## src/rtl/rptr_empty_lvl_if.sv

```systemverilog
// rptr_empty_lvl_if: read-side status bundle between the async-FIFO read pointer block
// and its users.
//   rinc            read request (pop when not empty)
//   rq2_wptr        Gray write pointer, already synchronized into rclk
//   rempty/raempty  registered empty / almost-empty flags
//   raddr           memory read address
//   rptr            registered Gray read pointer for the write domain
//   rlevel          fill level as seen from the read side
//   runderflow(_clr) sticky underflow flag and its clear (only with RPTR_UNDERFLOW_EN)
// Modports: master = pointer user (drives rinc/rq2_wptr), slave = rptr_empty_lvl.
interface rptr_empty_lvl_if #(
    parameter int unsigned ADDRSIZE = 4
);
    logic                rinc;
    logic [ADDRSIZE:0]   rq2_wptr;
    logic                rempty;
    logic                raempty;
    logic [ADDRSIZE-1:0] raddr;
    logic [ADDRSIZE:0]   rptr;
    logic [ADDRSIZE:0]   rlevel;
`ifdef RPTR_UNDERFLOW_EN
    logic                runderflow;
    logic                runderflow_clr;

    modport master (
        output rinc, rq2_wptr, runderflow_clr,
        input  rempty, raempty, raddr, rptr, rlevel, runderflow
    );
    modport slave (
        input  rinc, rq2_wptr, runderflow_clr,
        output rempty, raempty, raddr, rptr, rlevel, runderflow
    );
`else
    modport master (
        output rinc, rq2_wptr,
        input  rempty, raempty, raddr, rptr, rlevel
    );
    modport slave (
        input  rinc, rq2_wptr,
        output rempty, raempty, raddr, rptr, rlevel
    );
`endif
endinterface

```

## src/rtl/rptr_empty_lvl.sv

```systemverilog
// rptr_empty_lvl: read-domain pointer and status logic of a dual-clock FIFO.
// Keeps binary/Gray read pointers, drives the memory read address and produces registered
// empty, almost-empty and fill-level outputs from the synchronized Gray write pointer.
// Ports:
//   rclk    read-domain clock
//   rrst_n  asynchronous active-low reset
//   bus     rptr_empty_lvl_if.slave (rinc, rq2_wptr in; rempty, raempty, raddr, rptr,
//           rlevel out; runderflow_clr in / runderflow out when enabled)
// Optional feature: define RPTR_UNDERFLOW_EN to add the sticky underflow flag.
module rptr_empty_lvl #(
    parameter int unsigned ADDRSIZE  = 4,
    parameter int unsigned AE_THRESH = 1
) (
    input logic             rclk,
    input logic             rrst_n,
    rptr_empty_lvl_if.slave bus
);
    localparam int unsigned PW = ADDRSIZE + 1;
    localparam logic [ADDRSIZE:0] AeThresh = PW'(AE_THRESH);

    logic [ADDRSIZE:0] r_rbin;
    logic [ADDRSIZE:0] r_rptr;
    logic              r_rempty;
    logic              r_raempty;
    logic [ADDRSIZE:0] r_rlevel;

    logic              w_pop;
    logic [ADDRSIZE:0] w_rbinnext;
    logic [ADDRSIZE:0] w_rgraynext;
    logic [ADDRSIZE:0] w_wbin_s;
    logic [ADDRSIZE:0] w_lvl_next;

    // Reads while empty are dropped here, so the pointers can never overtake the writer.
    assign w_pop       = bus.rinc & ~r_rempty;
    assign w_rbinnext  = r_rbin + PW'(w_pop);
    assign w_rgraynext = (w_rbinnext >> 1) ^ w_rbinnext;

    // Gray to binary: bit i is the XOR of all Gray bits from i upward.
    always_comb begin
        w_wbin_s = '0;
        for (int i = 0; i < int'(PW); i++) begin
            w_wbin_s[i] = ^(bus.rq2_wptr >> i);
        end
    end

    // Modular difference; a full FIFO shows up as 2^ADDRSIZE (MSB set, low bits equal).
    assign w_lvl_next = w_wbin_s - w_rbinnext;

    always_ff @(posedge rclk or negedge rrst_n) begin
        if (!rrst_n) begin
            r_rbin    <= '0;
            r_rptr    <= '0;
            r_rempty  <= 1'b1;
            r_raempty <= 1'b1;
            r_rlevel  <= '0;
        end else begin
            r_rbin    <= w_rbinnext;
            r_rptr    <= w_rgraynext;
            // Using the next pointer lets a draining read raise empty on the same edge.
            r_rempty  <= (w_rgraynext == bus.rq2_wptr);
            r_raempty <= (w_lvl_next <= AeThresh);
            r_rlevel  <= w_lvl_next;
        end
    end

    assign bus.rempty  = r_rempty;
    assign bus.raempty = r_raempty;
    assign bus.raddr   = r_rbin[ADDRSIZE-1:0];
    assign bus.rptr    = r_rptr;
    assign bus.rlevel  = r_rlevel;

`ifdef RPTR_UNDERFLOW_EN
    logic r_runderflow;

    // Set takes priority over clear so an underflow in the clearing cycle is not lost.
    always_ff @(posedge rclk or negedge rrst_n) begin
        if (!rrst_n) begin
            r_runderflow <= 1'b0;
        end else if (bus.rinc && r_rempty) begin
            r_runderflow <= 1'b1;
        end else if (bus.runderflow_clr) begin
            r_runderflow <= 1'b0;
        end
    end

    assign bus.runderflow = r_runderflow;
`endif
endmodule

```

## src/flat_wrapper.sv

```systemverilog
// flat-port wrapper written by rule: the top's interface ports become plain ports
module rptr_empty_lvl_flat 
#(
    parameter int unsigned ADDRSIZE  = 4,
    parameter int unsigned AE_THRESH = 1
)
  (rclk, rrst_n, bus_rinc, bus_rq2_wptr, bus_rempty, bus_raempty, bus_raddr, bus_rptr, bus_rlevel);
  rptr_empty_lvl_if #(.ADDRSIZE(ADDRSIZE)) bus_i ();
  input logic rclk;
  input logic rrst_n;
  input wire logic [$bits(bus_i.rinc)-1:0] bus_rinc;
  input wire logic [$bits(bus_i.rq2_wptr)-1:0] bus_rq2_wptr;
  output wire logic [$bits(bus_i.rempty)-1:0] bus_rempty;
  output wire logic [$bits(bus_i.raempty)-1:0] bus_raempty;
  output wire logic [$bits(bus_i.raddr)-1:0] bus_raddr;
  output wire logic [$bits(bus_i.rptr)-1:0] bus_rptr;
  output wire logic [$bits(bus_i.rlevel)-1:0] bus_rlevel;
  assign bus_i.rinc = bus_rinc;
  assign bus_i.rq2_wptr = bus_rq2_wptr;
  assign bus_rempty = bus_i.rempty;
  assign bus_raempty = bus_i.raempty;
  assign bus_raddr = bus_i.raddr;
  assign bus_rptr = bus_i.rptr;
  assign bus_rlevel = bus_i.rlevel;
  rptr_empty_lvl #(.ADDRSIZE(ADDRSIZE), .AE_THRESH(AE_THRESH)) u_core (.rclk(rclk), .rrst_n(rrst_n), .bus(bus_i));
endmodule
```

## config.mk

```make
export PLATFORM = sky130hd
export DESIGN_NAME = rptr_empty_lvl_flat
export DESIGN_NICKNAME = d
export VERILOG_FILES = /design/src/rtl/rptr_empty_lvl_if.sv /design/src/rtl/rptr_empty_lvl.sv /design/src/flat_wrapper.sv
export SDC_FILE = /design/constraint.sdc
export NUM_CORES = 1
export LEC_CHECK = 0
export BUFFER_PORTS_ARGS = -buffer_cell sky130_fd_sc_hd__buf_2
export CAP_MARGIN = 10
export CELL_PAD_IN_SITES_DETAIL_PLACEMENT = 2
export CELL_PAD_IN_SITES_GLOBAL_PLACEMENT = 2
export CORE_MARGIN = 2
export CORE_UTILIZATION = 34
export CTS_CLUSTER_DIAMETER = 200
export DETAILED_ROUTE_END_ITERATION = 6
export PLACE_DENSITY = 0.87
export SETUP_SLACK_MARGIN = 0.5
export SYNTH_ARGS = -nofsm -noshare
export SYNTH_HDL_FRONTEND = slang
export SYNTH_SLANG_ARGS = --single-unit
export TNS_END_PERCENT = 50
```

## constraint.sdc

```tcl
create_clock -name rclk -period 5.3 [get_ports rclk]
set_clock_uncertainty 0.2 [all_clocks]
set_input_delay 0.795 -clock rclk [delete_from_list [all_inputs] [get_ports rclk]]
set_output_delay 0.795 -clock rclk [all_outputs]
set_load 0.01 [all_outputs]
```

==> flow_metrics.tcl, run 1 <==
set metrics [dict create \
    dieArea_um2 2930 \
    yosysSeqAreaShare 0.472 \
    max_cap_viol_count 0 \
    clk_latency_ns 0.29 \
    tightest_slew_ns 0.459 \
    clkPwrFrac 0.083 \
    fin_util 0.421 \
    setup_viol 0 \
    sw_frac_of_total 0.453 \
    drive_gt1_frac 0.375 \
    p_leak_nw 0.496 \
    antenna_left 0 \
    start_kind "primary input" \
    drc 0 \
    synth_area_leader_cell "dfrtp_1" \
    dp_hpwl_mm 1.72 \
    via_per_inst 4.89 \
    drtIter0Drc 4 \
    path_cells "buf_2, nor2b_1, ha_1, ha_1, xor2_1, inv_1, ha_1, nor2b_1, nand2_1, a31o_2, a21oi_1, nand2b_1" \
    ir_drop_uv 264 \
    cpPeakStageDelay_ns 0.41 \
    cts_hold_repair.buffers 0 \
    finalWirelength_mm 2.09 \
    post-place-cells 123 \
    crit_required_ns 5.34 \
    synthCells 71 \
    fmax_ghz 0.302 \
    io_buffers 23 \
    status "complete, no violations" \
    start_util 0.351 \
    synth-edff-count 0 \
    clk_path_buf_depth 2 \
    dr.pass1.iters 2 \
    seqPwrFrac 0.279 \
    grt_pass1_wl_mm 3.45 \
    relSlewSlack 0.693 \
    avgSynthCellArea_um2 12.0 \
    period_needed_ns 3.31 \
    cts.sinks 16 \
    timing.final.max_slew_violations 0 \
    track_usage 0.177 \
    htree_levels 1 \
    cts_buffers 3 \
    grt_overflow 0 \
    tritoncts "done" \
    synth_cell_types 25 \
    post_cts_buffers 0 \
    cp.arrival_ns 3.34 \
    grt_antenna_before_repair 0 \
    pre_cts_slack_ns 1.73 \
    async_reset_ff_frac 1.00 \
    synthMostInstantiatedCell "dfrtp_1" \
    pin_count 24 \
    hold_viol 0 \
    setup_ws_ns 1.99 \
    synth_ff_type "dfrtp_1" \
    power.switching_w 0.000357 \
    cp_max_fo 6 \
    root_buffer "clkbuf_4" \
    power_frac_comb 0.638 \
    final_cells 126 \
    cts_resized 0 \
    die_h_um 54.1 \
    worstSetupEndpointType "flop" \
    path_class "in -> reg" \
    syn_area_um2 853 \
    min_period_over_period 0.624 \
    layout.nets 111 \
    synth_nets 84 \
    placed_area_um2 1000 \
    path_common_cell "ha_1" \
    crit_slowest_cell "xor2_1" \
    clk_pin_slew_ns 0.09 \
    num_vias 616 \
    synthTopCellsByArea "dfrtp_1 (41%), xor2_1 (9.2%), ha_1 (7.3%)" \
    areaGrowthSynthToFinish_pct 20.1 \
    core_area_um2 2430 \
    fin_tns_setup_ns 0 \
    die_x_um 54.1 \
    p_per_area_nw_per_um2 770 \
    intPower_w 0.000432 \
    hold_path_class "in -> async" \
    grt_pass1_vias 692 \
    std_cell_rows 18 \
    fin_area_um2 1020 \
    grt_max_degree 17 \
    synth_top_area_frac 0.411 \
    post_drt_wl_per_cell_um 16.6 \
    place_congestion 0.719 \
    yosys_warnings 0 \
    diodes 0 \
    ys_seq_elements 16 \
    synth_common_cells "dfrtp_1 (14), xor2_1 (9), xnor2_1 (7), ha_1 (5), inv_1 (5)" \
    rsz0062_at_grt "false" \
]
==> power by group through the flow <==
stage           Clock, W  Combinational, W  Sequential, W
2_1_floorplan          0          0.000328       0.000251
3_3_place_gp           0          0.000478       0.000219
3_5_place_dp           0          0.000508       0.000225
4_1_cts        0.0000694          0.000513       0.000222
5_1_grt        0.0000743          0.000572       0.000228
6_report       0.0000657          0.000503       0.000220
==> stage by stage <==
step           hold WS [ns]  total power, W
2_1_floorplan         0.299        0.000579
3_3_place_gp          0.352        0.000697
3_5_place_dp          0.406        0.000733
4_1_cts               0.205        0.000805
5_1_grt               0.220        0.000874
6_report              0.203        0.000789
==> kinds of logic (layout without fill, tap and decap cells) <==
family / count (synthesis) / after routing / synth area share
and+or+nand+nor: 15 / 15 / 0.104
DFF: 16 / 16 / 0.472
AOI/OAI and AO/OA: 9 / 9 / 0.0836
xor gates and xnor gates: 20 / 20 / 0.240
buffers and inverters: 6 / 31 / 0.0264
adders and majority gates: 5 / 5 / 0.0733
==> sequential cells by signal, indices dropped and copies added (netlist names) <==
register / cells
u_core.bus.raempty: 1
u_core.bus.rptr: 4
u_core.bus.rempty: 1
u_core.r_rbin: 5
u_core.bus.rlevel: 5
==> cell usage in the layout, fill, tap and decap left out, types with 3 or more instances in the layout <==
cell type,n
xor2_1,9
buf_2,23
inv_1,5
dfrtp_1,14
clkbuf_4,3
ha_1,5
xnor2_2,3
nand3_1,3
xnor2_1,7
==> path summary, 6_finish.rpt <==
check	cells after the start	slack, ns	end	startpoint
worst max-delay path	12	1.99	u_core.bus.rlevel[4]$_DFF_PN0_	bus_rinc
worst min-delay path	1	0.20	u_core.r_rbin[4]$_DFF_PN0_	rrst_n
min in group rclk	2	0.41	u_core.r_rbin[4]$_DFF_PN0_	u_core.r_rbin[4]$_DFF_PN0_
worst min register to register	2	0.41	u_core.r_rbin[4]$_DFF_PN0_	u_core.r_rbin[4]$_DFF_PN0_
worst max register to register	11	2.14	u_core.bus.rlevel[4]$_DFF_PN0_	u_core.bus.rempty$_DFF_PN1_
max in group asynchronous	1	4.38	u_core.bus.rempty$_DFF_PN1_	rrst_n
==> per-layer routing <==
metal	global-route usage	share of wire	vias up
met5	0	0	-
met4	0.113	0.029	0
met3	0.0194	0.040	5
met2	0.317	0.55	16
met1	0.198	0.38	307
li1	-	-	288
==> critical path, delay by kind of cell <==
kind	cells	cell delay [ns]
fa+ha+maj	3	0.81
xor+xnor	1	0.41
compound gates	2	0.46
simple gates	4	0.61
buf+inv	2	0.26
==> area by class of cell <==
type	instances	area, um^2
clock buffer	3	22.5
tap	30	37.5
timing repair buffer	23	115
inverter	5	18.8
multi-input combinational	49	428
sequential	16	403
fill	267	1410
No activity file was read; power rests on OpenSTA's default activity.
==> run 2: changes to the inputs <==
--- a/config.mk
+++ b/config.mk
@@ -10,10 +10,10 @@
 export CELL_PAD_IN_SITES_DETAIL_PLACEMENT = 2
 export CELL_PAD_IN_SITES_GLOBAL_PLACEMENT = 2
 export CORE_MARGIN = 2
-export CORE_UTILIZATION = 34
+export CORE_UTILIZATION = 32
 export CTS_CLUSTER_DIAMETER = 200
 export DETAILED_ROUTE_END_ITERATION = 6
-export PLACE_DENSITY = 0.87
+export PLACE_DENSITY = 0.83
 export SETUP_SLACK_MARGIN = 0.5
 export SYNTH_ARGS = -nofsm -noshare
 export SYNTH_HDL_FRONTEND = slang
==> constraint.sdc (replaced) <==
create_clock -name rclk -period 3.4 [get_ports rclk]
set_clock_uncertainty 0.2 [all_clocks]
set_input_delay 0.51 -clock rclk [delete_from_list [all_inputs] [get_ports rclk]]
set_output_delay 0.51 -clock rclk [all_outputs]
set_load 0.01 [all_outputs]
==> flow_metrics.tcl, run 2 (synthesized netlist as in run 1, its figures left out) <==
set metrics [dict create \
    status "complete, no violations" \
    io_buffers 23 \
    fmax_ghz 0.365 \
    num_vias 629 \
    p_per_area_nw_per_um2 1280 \
    drtIter0Drc 9 \
    fin_area_um2 1100 \
    regArea_um2 403 \
    min_period_over_period 0.806 \
    grt_max_degree 17 \
    cpPeakStageDelay_ns 0.55 \
    clk_latency_ns 0.30 \
    relSlewSlack 0.725 \
    ir_drop_uv 471 \
    antenna_left 0 \
    timing.final.max_slew_violations 0 \
    tightest_slew_ns 0.411 \
    hold_viol 0 \
    dieArea_um2 3100 \
    via_per_inst 4.84 \
    dp_hpwl_mm 1.61 \
    multiInputGateArea_um2 469 \
    p_leak_nw 0.526 \
    cts.sinks 16 \
    fillers 269 \
    dr.pass1.iters 4 \
    std_cell_rows 18 \
    start_kind "flop" \
    diodes 0 \
    path_cells "nor2b_1, ha_1, ha_2, xor2_2, inv_2, ha_4, and3_1, a311oi_2, xnor2_2, nor4b_2" \
    grt_overflow 0 \
    core_area_um2 2500 \
    htree_levels 1 \
    drive_gt1_frac 0.460 \
    fin_tns_setup_ns 0 \
    final_common_cell "buf_2" \
    pin_count 24 \
    grt_antenna_before_repair 0 \
    placed_area_um2 1010 \
    track_usage 0.157 \
    start_util 0.341 \
    period_needed_ns 2.74 \
    worstSetupEndpointType "flop" \
    clk_pin_slew_ns 0.10 \
    die_x_um 55.6 \
    crit_slowest_cell "dfstp_2" \
    max_cap_viol_count 0 \
    post_drt_wl_per_cell_um 18.6 \
    place_congestion 0.717 \
    seqPwrFrac 0.243 \
    finalWirelength_mm 2.41 \
    drc 0 \
    intPower_w 0.000776 \
    cp.arrival_ns 2.76 \
    power.switching_w 0.000639 \
    final_cells 130 \
    final_cell_mix "buf_2 (23), dfrtp_1 (14), xor2_1 (8)" \
    setup_viol 0 \
    areaGrowthSynthToFinish_pct 29.5 \
    cts_buffers 3 \
    power_frac_comb 0.663 \
    layout.nets 114 \
    clkPwrFrac 0.094 \
    grt_pass1_vias 695 \
    clk_path_buf_depth 2 \
    die_h_um 55.6 \
    sw_frac_of_total 0.452 \
    crit_required_ns 3.42 \
    grt_pass1_wl_mm 3.66 \
    rsz0062_at_grt "false" \
    tritoncts "done" \
    hold_path_class "in -> reg" \
    post-place-cells 124 \
    path_class "reg -> reg" \
    cp_max_fo 6 \
    root_buffer "clkbuf_4" \
]
run 2: cell types whose count changed in the layout (fill, tap and decap cells not counted), sizes merged:
cell | previous run | this run
buf | 23 | 25
clkbuf | 3 | 4
dlygate4sd3 | 0 | 1
run 2: worst paths after layout:
path	startpoint	slack, ns	cells past startpoint	endpoint
max in group asynchronous	rrst_n	2.23	2	u_core.bus.raempty$_DFF_PN1_
min in group asynchronous	rrst_n	0.46	2	u_core.r_rbin[4]$_DFF_PN0_
worst max register to register	u_core.bus.rempty$_DFF_PN1_	0.66	10	u_core.bus.raempty$_DFF_PN1_
worst max-delay path	u_core.bus.rempty$_DFF_PN1_	0.66	10	u_core.bus.raempty$_DFF_PN1_
worst min register to register	u_core.r_rbin[4]$_DFF_PN0_	0.39	2	u_core.r_rbin[4]$_DFF_PN0_
worst min-delay path	bus_rq2_wptr[3]	0.36	3	u_core.bus.rempty$_DFF_PN1_
run 2: routing by layer:
layer / vias to the layer above / GRT usage / wire, um
met2: 15 / 0.255 / 1250
met5: - / 0 / 0
met3: 4 / 0.0233 / 72
li1: 292 / - / -
met1: 318 / 0.198 / 1030
met4: 0 / 0.0941 / 60
run 2: layout make-up:
type / count / share of cell area
inverter: 5 / 0.0170
clock buffer: 4 / 0.0328
multi-input combinational: 49 / 0.425
sequential: 16 / 0.365
timing repair buffer: 26 / 0.127
tap: 30 / 0.0340
run 2: repair_timing:
action	CTS	global route
pin swaps	0	4
setup buffers	0	1
setup endpoints to repair	2	3
endpoints found under the hold margin	14	0
resized for setup	1	8
hold buffers	1	0
run 2: power by group through the flow:
stage / logic (W) / clock network, W / registers [W]
2_1_floorplan: 0.000511 / 0 / 0.000391
3_3_place_gp: 0.000762 / 0 / 0.000340
3_5_place_dp: 0.000809 / 0 / 0.000345
4_1_cts: 0.000831 / 0.000134 / 0.000342
5_1_grt: 0.00104 / 0.000142 / 0.000355
6_report: 0.000939 / 0.000133 / 0.000344
run 2: stage by stage:
step	total power, W	worst slack [ns]	utilization	hold WS (ns)
2_1_floorplan	0.000902	0.542	-	0.0144
3_3_place_gp	0.00110	0.441	0.404	0.238
3_5_place_dp	0.00115	0.311	0.404	0.247
4_1_cts	0.00131	0.481	0.423	0.356
5_1_grt	0.00154	0.464	0.442	0.389
6_report	0.00142	0.661	0.442	0.363
run 2: critical path: cells and delay by family, from the launching register on:
family                     cells  cell delay (ns)
and+or+nand+nor                3             0.52
adders and majority gates      3             0.68
DFF                            1             0.55
AOI/OAI and AO/OA              1             0.30
buffers and inverters          1             0.08
xor gates and xnor gates       2             0.32
